--- config.mk ---
export PLATFORM = sky130hd
export DESIGN_NAME = uart_msg_tx
export DESIGN_NICKNAME = d
export VERILOG_FILES = /design/src/rtl/uart_msg_tx.sv
export SDC_FILE = /design/constraint.sdc
export NUM_CORES = 1
export LEC_CHECK = 0
export ABC_AREA = 1
export BUFFER_PORTS_ARGS = -buffer_cell sky130_fd_sc_hd__buf_2
export CAP_MARGIN = 30
export CELL_PAD_IN_SITES_DETAIL_PLACEMENT = 0
export CELL_PAD_IN_SITES_GLOBAL_PLACEMENT = 1
export CORE_ASPECT_RATIO = 0.7
export CORE_MARGIN = 4
export CORE_UTILIZATION = 44
export CTS_CLUSTER_SIZE = 16
export DETAILED_ROUTE_END_ITERATION = 7
export GPL_ROUTABILITY_DRIVEN = 0
export PLACE_DENSITY = 0.82
export SETUP_SLACK_MARGIN = 0.5
export SYNTH_ARGS = -nofsm -noshare
export SYNTH_HDL_FRONTEND = slang
export SYNTH_SLANG_ARGS = --single-unit
--- constraint.sdc ---
create_clock -name sys_clk -period 2.9 [get_ports sys_clk]
set_clock_uncertainty 0.15 [all_clocks]
set_input_delay 0 -clock sys_clk [delete_from_list [all_inputs] [get_ports sys_clk]]
set_output_delay 0 -clock sys_clk [all_outputs]
set_load 0.1 [all_outputs]
--- src/rtl/uart_msg_tx.sv ---
// rtl/uart_msg_tx.sv - fixed-string message sequencer feeding a uart_tx byte transmitter
//
// Purpose:
//    Streams MSG (MSG_LEN characters, character 0 in the MSB byte) to an
//    external uart_tx using its start/ready handshake. Supports one-shot or
//    auto-repeat operation, an external trigger and an inter-message gap.
//    Optional feature macro: UART_MSG_CRLF_EN appends 8'h0D, 8'h0A to every message.
//
// Ports:
//    sys_clk   in   clock
//    rstn      in   synchronous active-low reset
//    trigger   in   start request, level-sampled in IDLE and END
//    tx_ready  in   uart_tx idle / able to accept a byte
//    tx_start  out  one-cycle byte start pulse to uart_tx
//    tx_data   out  byte to send, follows char_idx combinationally
//    busy      out  high whenever the sequencer is not IDLE
//    done      out  one-cycle pulse when the last character completes
//    char_idx  out  index of the current character
module uart_msg_tx #(
   parameter int                   MSG_LEN    = 8,
   parameter logic [8*MSG_LEN-1:0] MSG        = "Hello!..",
   parameter bit                   REPEAT     = 1'b0,
   parameter int                   GAP_CYCLES = 0
) (
   input  logic       sys_clk,
   input  logic       rstn,
   input  logic       trigger,
   input  logic       tx_ready,
   output logic       tx_start,
   output logic [7:0] tx_data,
   output logic       busy,
   output logic       done,
   output logic [7:0] char_idx
);

`ifdef UART_MSG_CRLF_EN
   localparam logic [7:0] LAST = 8'(MSG_LEN + 1);
`else
   localparam logic [7:0] LAST = 8'(MSG_LEN - 1);
`endif
   localparam logic [23:0] GAP_LOAD = 24'(GAP_CYCLES);

   typedef enum logic [2:0] {
      S_IDLE,
      S_SEND,
      S_WAIT_ACK,
      S_WAIT_DONE,
      S_NEXT,
      S_GAP,
      S_END
   } state_t;

   state_t      state_q;
   logic [7:0]  char_idx_q;
   logic [23:0] gap_q;
   logic        tx_start_q;
   logic        done_q;
   logic        busy_q;

   // Outputs are registered alongside the state transition so that each one
   // is valid during the cycle the FSM spends in the matching state.
   always_ff @(posedge sys_clk) begin
      if (!rstn) begin
         state_q    <= S_IDLE;
         char_idx_q <= 8'd0;
         gap_q      <= 24'd0;
         tx_start_q <= 1'b0;
         done_q     <= 1'b0;
         busy_q     <= 1'b0;
      end else begin
         tx_start_q <= 1'b0;
         done_q     <= 1'b0;
         case (state_q)
            S_IDLE: begin
               if (trigger && tx_ready) begin
                  state_q    <= S_SEND;
                  tx_start_q <= 1'b1;
                  busy_q     <= 1'b1;
               end
            end
            S_SEND: begin
               state_q <= S_WAIT_ACK;
            end
            S_WAIT_ACK: begin
               if (!tx_ready) state_q <= S_WAIT_DONE;
            end
            S_WAIT_DONE: begin
               if (tx_ready) begin
                  state_q <= S_NEXT;
                  // done must be high during the NEXT cycle of the last character
                  done_q  <= (char_idx_q == LAST);
               end
            end
            S_NEXT: begin
               if (char_idx_q == LAST) begin
                  char_idx_q <= 8'd0;
                  if (GAP_CYCLES > 0) begin
                     state_q <= S_GAP;
                     gap_q   <= GAP_LOAD;
                  end else begin
                     state_q <= S_END;
                  end
               end else begin
                  char_idx_q <= char_idx_q + 8'd1;
                  state_q    <= S_SEND;
                  tx_start_q <= 1'b1;
               end
            end
            S_GAP: begin
               // GAP lasts exactly GAP_CYCLES cycles: leave as the counter reaches 0
               gap_q <= gap_q - 24'd1;
               if (gap_q <= 24'd1) state_q <= S_END;
            end
            S_END: begin
               if (REPEAT && trigger) begin
                  state_q    <= S_SEND;
                  tx_start_q <= 1'b1;
               end else if (!trigger) begin
                  state_q <= S_IDLE;
                  busy_q  <= 1'b0;
               end
            end
            default: begin
               state_q <= S_IDLE;
               busy_q  <= 1'b0;
            end
         endcase
      end
   end

   always_comb begin
      tx_data = 8'h2E;
      for (int i = 0; i < MSG_LEN; i++) begin
         if (char_idx_q == 8'(i)) tx_data = MSG[8*(MSG_LEN-i)-1 -: 8];
      end
`ifdef UART_MSG_CRLF_EN
      if (char_idx_q == 8'(MSG_LEN))     tx_data = 8'h0D;
      if (char_idx_q == 8'(MSG_LEN + 1)) tx_data = 8'h0A;
`endif
   end

   assign tx_start = tx_start_q;
   assign done     = done_q;
   assign busy     = busy_q;
   assign char_idx = char_idx_q;

endmodule
==> reports/summary.txt, run 1 <==
status - finished, final reports clean
GRT Total Usage - 17.2%
Port Buffer Count - 20
largest net degree at the start of global routing - 20
Die H - 66.5 um
synthesis-to-finish area growth - 16.7%
Max Used Layer - met4
Period minus WS final - 2280 ps
first-pass GRT wire length - 8490 um
dpl hpwl - 3720 um
Clock Path Buffers - 2
initial antenna violation count - 0
Setup Fix Bufs, Post-CTS - 0
Rel. slew slack - 59.6%
Async SR Flop Fraction - 0%
Die X - 91.6 um
number of flops mapped to enable cells by yosys - 0
number of global-route vias before repair - 1740
Mapped Cells - 334
dominant synthesized flop cell - dfxtp_1
Buffers & Inverters on Critical Path - 4
CTS Buf Count - 5
number of library cell types mapped by synthesis - 28
sequential share of the synthesized area - 35.3%
Iter 0 DRT Violations - 75
DIE AREA - 6090 um^2
worst slew pin tran - 602 ps
Design Area, Final - 2510 um^2
Max rail drop VDD - 397 uV
worst-path cell with the longest stage delay - dfxtp_2
max_cap viols - 0
latest clock arrival within the worst-skew pair - 280 ps
Fin Setup TNS - 0 ps
Final Hold Vio Count - 0
type of origin of the critical path - flop
WL met2 - 1740 um
cell taking the most area after synthesis - dfxtp_1
IO Pins - 23
CTS tree - built
final antenna-violating net count - 0
P_leak - 0.00118 uW
Starting Density - 47.5%
cell area after synthesis - 2150 um^2
CTS root buffer - clkbuf_8
Worst Setup Path Type - reg2out
CP max FO - 6
Critical Path Max Stage Delay - 360 ps
M1 wire length - 2830 um
met3 wire length - 193 um
final wirelength - 4800 um
Remaining DRCs - 0
pwr/cell area - 1080 nW/um^2
setup violators final - 0
Critical Path RT - 2750 ps
unrepaired setup endpoints after global routing - no
CP arrival - 2130 ps
syn avg cell area - 6.44 um^2
Ys Warns - 0
# diodes - 0
core area - 4530 um^2
remaining global-route overflow - 0
Synth top area share - 35.3%
H-tree depth - 2
top-count cell post-synth - nand2_1
Worst path most repeated cell - inv_1
via count - 2005
first drt pass iteration count - 4
Via density - 4.70
CP Capture Type - primary output
fmax - 439 MHz
Layout Nets - 370
Area after DPL - 2350 um^2
number of synthesized register bits - 38
Min-Delay Path Class - reg2reg
Final Max Tran Viols - 0
CP top delay family - buffers and inverters
Synth area leaders - dfxtp_1 35%, nand2_1 13%, nor2_1 11%
Rows - 20
worst-path cell chain - inv_1, nand3_1, inv_1, o21ai_1, inv_1, nand2_1, nand2_1, a21oi_4, clkbuf_4
fraction of layout cells with a size suffix above 1 - 15.2%
clock transition at the registers of the reported paths - 80 ps
most frequent cells after synthesis - 74 x nand2_1, 65 x nor2_1, 43 x inv_1
Sink Count - 38
crit share post-route - 78.6%
wire length per cell - 11.2 um
-- layout make-up --
cell class | instances | area, um^2
Clock inverter | 1 | 30.0
Tap cell | 66 | 82.6
Multi-Input combinational cell | 247 | 1230
Sequential cell | 38 | 778
Clock buffer | 7 | 86.3
Inverter | 45 | 169
Timing Repair Buffer | 23 | 140
Fill cell | 472 | 2020
-- cell usage in the layout (no fill, tap or decap), drive strengths merged, types with 2 or more instances in the layout --
master | Yosys | routed
nand2 | 76 | 76
conb | 1 | 2
nand4 | 3 | 3
inv | 44 | 44
a31oi | 2 | 2
dfxtp | 38 | 38
xor2 | 5 | 5
ha | 6 | 6
dlygate4sd3 | 0 | 3
o21ai | 13 | 13
buf | 3 | 17
clkbuf | 2 | 10
nor2 | 72 | 72
nand3 | 28 | 28
nor3 | 9 | 9
a21oi | 26 | 26
-- metrics by stage --
stage	setup slack (ps)	hold slack [ps]	instances	utilization, %	power, uW
finish	622	327	427	55.5	2710
global route	501	360	427	55.5	2950
CTS	515	329	427	55.2	2710
detailed placement	445	158	416	51.9	2230
global placement	622	153	416	51.9	2210
floorplan	532	-6.80	335	-	1990
-- layer usage --
metal / track usage (%) / vias up
li1: - / 1114
met1: 27.2 / 855
met2: 23.2 / 32
met3: 3.95 / 4
met4: 3.38 / 0
met5: 0 / -
-- registers in the layout (all words and copies together) (netlist names) --
signal    cells
busy          1
gap_q        24
tx_start      1
state_q       3
done          1
char_idx      8
-- logic make-up after synthesis --
| group | count (synthesis) | share of synthesized area (%) |
|---|---|---|
| other | 1 | 0.174 |
| buffers and inverters | 50 | 9.13 |
| adders and majority gates | 6 | 3.49 |
| AOI/OAI and AO/OA | 45 | 11.1 |
| and+or+nand+nor | 189 | 38.7 |
| xor gates and xnor gates | 5 | 2.03 |
| DFF | 38 | 35.3 |
-- timing repair --
item / CTS / global route
resized for setup: 3 / 4
hold endpoints to repair: 16 / 0
hold buffers: 3 / 0
endpoints found under the setup margin: 3 / 4
-- worst register-to-register path: stages, from the launching register on --
cell and delay (ps):
dfxtp_4 370, inv_2 50, nor2_1 300, nand2_1 100, nor2_1 200, nand2_1 180, a21boi_0 220, nor2_1 70
nor2_1 80
-- where the power goes --
| part | internal, uW | switching (uW) |
|---|---|---|
| Clock | 281 | 181 |
| Combinational | 378 | 1130 |
| Sequential | 620 | 117 |
-- path summary, 6_finish.rpt --
kind / slack (ps) / depth (start not counted) / endpoint / start
hold reg to reg: 330 / 1 / gap_q[2]$_SDFFE_PN0P_ / gap_q[2]$_SDFFE_PN0P_
setup reg to reg: 1130 / 8 / state_q[1]$_SDFFE_PN0P_ / char_idx[2]$_SDFFE_PN0N_
hold / removal: 330 / 1 / gap_q[2]$_SDFFE_PN0P_ / gap_q[2]$_SDFFE_PN0P_
setup / recovery: 620 / 9 / tx_data[6] / char_idx[5]$_SDFFE_PN0N_
(Power assumes the default switching activity.)
==> inputs of run 2 (changes only) <==
Settings changed: CORE_UTILIZATION 44 to 41, PLACE_DENSITY 0.82 to 0.77.
Clock period 2.9 ns to 2.2 ns, I/O delays scaled along.
==> run 2 against run 1 <==
Sequential power up 35%; register-to-register slack worse by 510 ps; count of clock-buffer cells in the layout unchanged; wire length up 12%; sequential cell count unchanged; cell count up 5.2%; core utilization up 5.2 points.
==> reports/summary.txt, run 2 (same netlist as run 1, synthesis figures left out) <==
number of global-route vias before repair - 1923 (+11%)
Worst Setup Path Type - reg2out
Hold Path Stages - 2 (+1)
max_cap viols - 0 (unchanged)
Clock Path Buffers - 2 (unchanged)
setup violators final - 0 (unchanged)
CTS tree - built
Top reg by flops - gap_q
CP Capture Type - primary output
CTS root buffer - clkbuf_8
Fin Setup TNS - 0 ps (unchanged)
remaining global-route overflow - 0 (unchanged)
first drt pass iteration count - 4 (unchanged)
end-of-flow core utilization - 60.7% (+5.2 points)
synthesis-to-finish area growth - 38.5%
Critical Path RT - 2050 ps (-700 ps)
commonest non-fill, non-tap cell in the layout - nand2_1
H-tree depth - 2 (unchanged)
largest net degree at the start of global routing - 19 (-5.0%)
Sink Count - 38 (unchanged)
final antenna-violating net count - 0 (unchanged)
Remaining DRCs - 0 (unchanged)
Starting Density - 43.8% (-3.7 points)
Max rail drop VDD - 640 uV (+61%)
GRT Total Usage - 17.8% (+0.54 points)
clock transition at the registers of the reported paths - 70 ps (about the same)
Port Buffer Count - 20 (unchanged)
Critical Path Max Stage Delay - 390 ps (+30 ps)
worst r2r path cells - 9 (+1)
Buffers & Inverters on Critical Path - 3 (-1)
status - finished, final reports clean
CTS Buf Count - 5 (unchanged)
reg2reg end - char_idx[6]$_SDFFE_PN0N_
crit share post-route - 83.8%
via count - 2164 (+7.9%)
dpl ws - 230 ps (-215 ps)
Min-Delay Path Class - reg2reg
first-pass GRT wire length - 9010 um (+6.1%)
Via density - 4.82 (+2.6%)
core area - 4910 um^2 (+8.5%)
Iter 0 DRT Violations - 66 (-12%)
CP top delay family - flip-flops
latest clock arrival within the worst-skew pair - 290 ps (about the same)
# diodes - 0 (unchanged)
final wirelength - 5370 um (+12%)
Fill cells - 476 (+0.85%)
initial antenna violation count - 0 (unchanged)
Final Power - 4030 uW (+49%)
unrepaired setup endpoints after global routing - yes
Die X - 94.6 um (+3.3%)
worst-path cell chain - inv_4, ha_4, o21ai_4, inv_4, o21ai_4, nand2_2, nand2_4, buf_12
CP max FO - 5 (-1)
worst-path cell with the longest stage delay - dfxtp_4
pwr/cell area - 1350 nW/um^2 (+26%)
Period minus WS final - 1840 ps
hold path startpoint - busy$_SDFFE_PN0P_
Die H - 68.6 um (+3.2%)
Rows - 21 (+5.0%)
IO Pins - 23 (unchanged)
Final Max Tran Viols - 0 (unchanged)
max FFs per register - 24 (unchanged)
P_leak - 0.00135 uW (+15%)
CP arrival - 1690 ps (-440 ps)
dpl hpwl - 3690 um (-0.97%)
DIE AREA - 6490 um^2 (+6.5%)
commonest cells after routing, fill and taps aside - 62 x nand2_1, 56 x nor2_1, 31 x inv_1
Worst Hold Path EP - busy$_SDFFE_PN0P_
reg2reg setup slack - 620 ps (-510 ps)
fraction of layout cells with a size suffix above 1 - 31.1% (+16 points)
Final Hold Vio Count - 0 (unchanged)
Layout Nets - 389 (+5.1%)
wire length per cell - 12.0 um (+6.5%)
type of origin of the critical path - flop
worst r2r src - state_q[1]$_SDFFE_PN0P_
Final WS setup - 357 ps (-264 ps)
fmax - 543 MHz
[run 2: changes by cell type in the layout (fill, tap and decap cells not counted), sizes merged]
cell | before | now
buf | 17 | 39
bufinv | 1 | 0
clkbuf | 10 | 7
clkinv | 1 | 2
[run 2: what timing repair did]
action / 4_1_cts / 5_1_grt
endpoints found under the setup margin: 8 / 27
endpoints found under the hold margin: 6 / 0
gates resized for setup: 41 / 37
setup buffers: 9 / 7
pin swaps: 13 / 9
hold buffers: 3 / 0
[run 2: tightest hold or removal path: stages, from the launching register on]
cell and delay, ps:
dfxtp_1 310, o21ai_0 60, a21oi_1 60
[run 2: stage by stage]
step | std cells | instance area [um^2] | hold slack, ps
6_report | 449 | 2980 | 332
5_1_grt | 449 | 2980 | 354
4_1_cts | 442 | 2810 | 334
3_5_place_dp | 422 | 2470 | 160
3_3_place_gp | 422 | 2470 | 164
2_1_floorplan | 335 | 2270 | -6.80
[run 2: worst max path at each step]
stage	start	endpoint	slack (ps)	depth (start not counted)
6_report	char_idx[0]$_SDFFE_PN0N_	tx_data[1]	360	8
5_1_grt	char_idx[0]$_SDFFE_PN0N_	tx_data[1]	260	8
4_1_cts	char_idx[0]$_SDFFE_PN0N_	tx_data[1]	340	8
3_5_place_dp	char_idx[0]$_SDFFE_PN0N_	tx_data[1]	230	7
3_3_place_gp	char_idx[0]$_SDFFE_PN0N_	tx_data[1]	300	7
2_1_floorplan	char_idx[3]$_SDFFE_PN0N_	tx_data[3]	-140	4
[run 2: layer usage]
metal | GRT usage, % | wire length, um | vias up
met4 | 4.32 | 85 | 0
li1 | - | - | 1159
met3 | 3.80 | 231 | 11
met1 | 26.0 | 2890 | 955
met5 | 0 | 0 | -
met2 | 26.6 | 2170 | 39
[run 2: report_power, final]
part           total [uW]  leakage [uW]  switching [uW]  internal (uW)
clock network         495     0.0000482             242            253
logic                2540      0.000989            1680            861
registers             998      0.000316             170            829
[run 2: cell type report]
class	count	area, um^2	area share [%]
repair buffers	42	357	12.0
well taps	69	86.3	2.90
flip-flops and latches	38	801	26.9
clock inverters	1	5.00	0.168
clock buffers	7	86.3	2.90
inverters	45	179	6.00
multi-input cells	247	1470	49.2
==> inputs of run 3 (changes only) <==
Settings changed: ABC_AREA 1 to 0, CORE_UTILIZATION 41 to 43, PLACE_DENSITY 0.77 to 0.76.
Clock period 2.2 ns to 1.7 ns, I/O delays scaled along.
==> run 3 against run 2 <==
The flow now finishes with violations (setup timing); synthesized cell count shrank 25%; first-iteration DRC count grew 82%; count of clock-buffer cells in the layout grew 1; clock power grew 21%; critical path depth shrank 3; die area shrank 6.6%; core utilization grew 21 points; sequential power shrank 2.1%; combinational power shrank 57%; via count grew 1.7%; area after synthesis shrank 2.8%.
==> reports/summary.txt, run 3 <==
hold path startpoint - rstn
dpl hpwl - 4020 um (+9.2%)
final antenna-violating net count - 0 (unchanged)
latest clock arrival within the worst-skew pair - 290 ps (about the same)
fmax - 521 MHz
CP max FO - 2 (-3)
number of library cell types mapped by synthesis - 50 (+79%)
Final WS setup - -220 ps (-577 ps)
initial antenna violation count - 0 (unchanged)
Fin Setup TNS - -3910 ps (-3910 ps)
pwr/cell area - 725 nW/um^2 (-46%)
Sequential Power Share - 36.6% (+12 points)
Final Max Tran Viols - 0 (unchanged)
fraction of layout cells with a size suffix above 1 - 60.1% (+29 points)
Int Pwr - 1750 uW (-9.8%)
Worst Setup Path Type - reg2out
status - finished with violations
Remaining DRCs - 0 (unchanged)
CP Capture Type - primary output
cell area after synthesis - 2090 um^2 (-2.8%)
sequential share of the synthesized area - 36.4% (+1.0 points)
CP arrival - 1770 ps (+80 ps)
number of global-route vias before repair - 2041 (+6.1%)
Setup crit start - char_idx[7]$_SDFFE_PN0N_
IO Pins - 23 (unchanged)
max_cap viols - 0 (unchanged)
Critical Path RT - 1550 ps (-500 ps)
Clock Path Buffers - 2 (unchanged)
Async SR Flop Fraction - 0% (unchanged)
Die X - 91.4 um (-3.4%)
DIE AREA - 6060 um^2 (-6.6%)
sw frac - 34.4% (-17 points)
type of origin of the critical path - flop
top-count cell post-synth - dfxtp_1
GRT Total Usage - 20.2% (+2.4 points)
Area after DPL - 2990 um^2 (+21%)
P_leak - 0.00152 uW (+12%)
Iter 0 DRT Violations - 120 (+82%)
number of flops mapped to enable cells by yosys - 0 (unchanged)
final wirelength - 6270 um (+17%)
first drt pass iteration count - 4 (unchanged)
Design Area, Final - 3690 um^2 (+24%)
Final Hold Vio Count - 0 (unchanged)
H-tree depth - 2 (unchanged)
Via density - 5.39 (+12%)
Rows - 20 (-4.8%)
first-pass GRT wire length - 9760 um (+8.3%)
Port Buffer Count - 20 (unchanged)
Ys Warns - 0 (unchanged)
remaining global-route overflow - 0 (unchanged)
crit share post-route - 113%
CTS Buf Count - 5 (unchanged)
Synth top area share - 36.4% (+1.0 points)
synthesis-to-finish area growth - 76.3%
CTS root buffer - clkbuf_8
Top reg by flops - gap_q
most frequent cells after synthesis - 38 x dfxtp_1, 25 x nor2_1, 19 x nand2_1
Mapped Cells - 250 (-25%)
Sink Count - 38 (unchanged)
switching pwr - 921 uW (-56%)
wire length per cell - 15.4 um (+28%)
Period minus WS final - 1920 ps
CTS tree - built
largest net degree at the start of global routing - 19 (unchanged)
via count - 2201 (+1.7%)
commonest cells after routing, fill and taps aside - 56 x buf_4, 36 x buf_6, 19 x nor2_1
Die H - 66.4 um (-3.3%)
cell taking the most area after synthesis - dfxtp_1
worst r2r src - gap_q[1]$_SDFFE_PN0P_
Starting Density - 46.4% (+2.6 points)
dominant synthesized flop cell - dfxtp_1
Max rail drop VDD - 397 uV (-38%)
reg2reg setup slack - -200 ps (-820 ps)
Layout Nets - 362 (-6.9%)
max FFs per register - 24 (unchanged)
share of total power in the clock network - 22.5% (+10 points)
number of synthesized register bits - 38 (unchanged)
syn avg cell area - 8.37 um^2 (+30%)
# diodes - 0 (unchanged)
Comb pwr share - 41.0% (-22 points)
Min-Delay Path Class - in2reg
core area - 4500 um^2 (-8.3%)
clock transition at the registers of the reported paths - 80 ps (about the same)
Synth area leaders - dfxtp_1 36%, nor2_1 4.5%, a21oi_1 3.8%
failing checks - setup timing
setup violators final - 30 (+30)
unrepaired setup endpoints after global routing - yes
commonest non-fill, non-tap cell in the layout - buf_4
## run 3: cell types whose count changed in the layout (fill, tap and decap cells not counted), sizes merged, moves of 5 or more
| cell | delta |
|---|---|
| mux2i | +5 |
| nand2b | +10 |
| or4 | +7 |
| o31ai | +6 |
| a21oi | -10 |
| nand2 | -57 |
| or3 | +8 |
| buf | +66 |
| xnor2 | +7 |
| inv | -36 |
| or2 | +6 |
| nor4 | +10 |
| nor2 | -47 |
| nand3 | -20 |
## run 3: worst max-delay path, cell delays in order (launching register included)
cell     delay, ps
dfxtp_4        350
or4_4          550
nor2_4         110
nand2_2         70
or2_4          240
buf_12         160
## run 3: through the flow
stage	setup slack (ps)	util, %	hold slack (ps)	total power, uW	cells
after global placement	-168	66.4	182	1750	372
after global routing	-290	81.9	45.7	2800	408
after CTS	-231	75.5	7.39	2540	394
final	-220	81.9	7.07	2670	408
after floorplan	-199	-	6.07	1530	251
after detailed placement	-176	66.4	173	1760	372
## run 3: what timing repair did
item | 4_1_cts | 5_1_grt
setup endpoints to repair | 53 | 49
cloned | 1 | 0
hold buffers | 2 | 0
pin swaps | 27 | 24
resized for setup | 60 | 44
endpoints found under the hold margin | 2 | 0
setup buffers | 11 | 14
## run 3: cells by family after synthesis
logic type                 after synthesis  synth area share (%)
DFF                                     38                  36.4
and+or+nand+nor                        120                  32.8
buffers and inverters                   22                  4.90
adders and majority gates                6                  3.59
other                                    1                 0.179
AOI/OAI and AO/OA                       45                  14.3
xor gates and xnor gates                13                  5.44
muxes                                    5                  2.39
## run 3: power by group through the flow
stage	Sequential, uW	Combinational (uW)	Clock, uW
global placement	984	770	0
global route	985	1160	652
CTS	968	957	618
detailed placement	984	776	0
floorplan	1070	456	0
finish	977	1090	601
## run 3: area by class of cell
cell class	count	area, um^2
sequential	38	805
multi-input combinational	191	1680
tap	55	68.8
timing repair buffer	108	1020
inverter	8	30.0
fill	272	816
clock buffer	8	80.1
## run 3: path summary, 6_finish.rpt
kind	cells after the start	endpoint
setup / recovery	5	tx_data[2]
hold reg to reg	2	gap_q[18]$_SDFFE_PN0P_
setup reg to reg	7	gap_q[12]$_SDFFE_PN0P_
hold / removal	4	tx_start$_SDFF_PN0_
## run 3: routing by layer
layer | GRT usage (%) | wire length (um) | vias to the layer above
met2 | 30.3 | 2700 | 46
met4 | 6.20 | 115 | 0
li1 | - | - | 1102
met1 | 29.0 | 3210 | 1043
met3 | 4.10 | 252 | 10
met5 | 0 | 0 | -
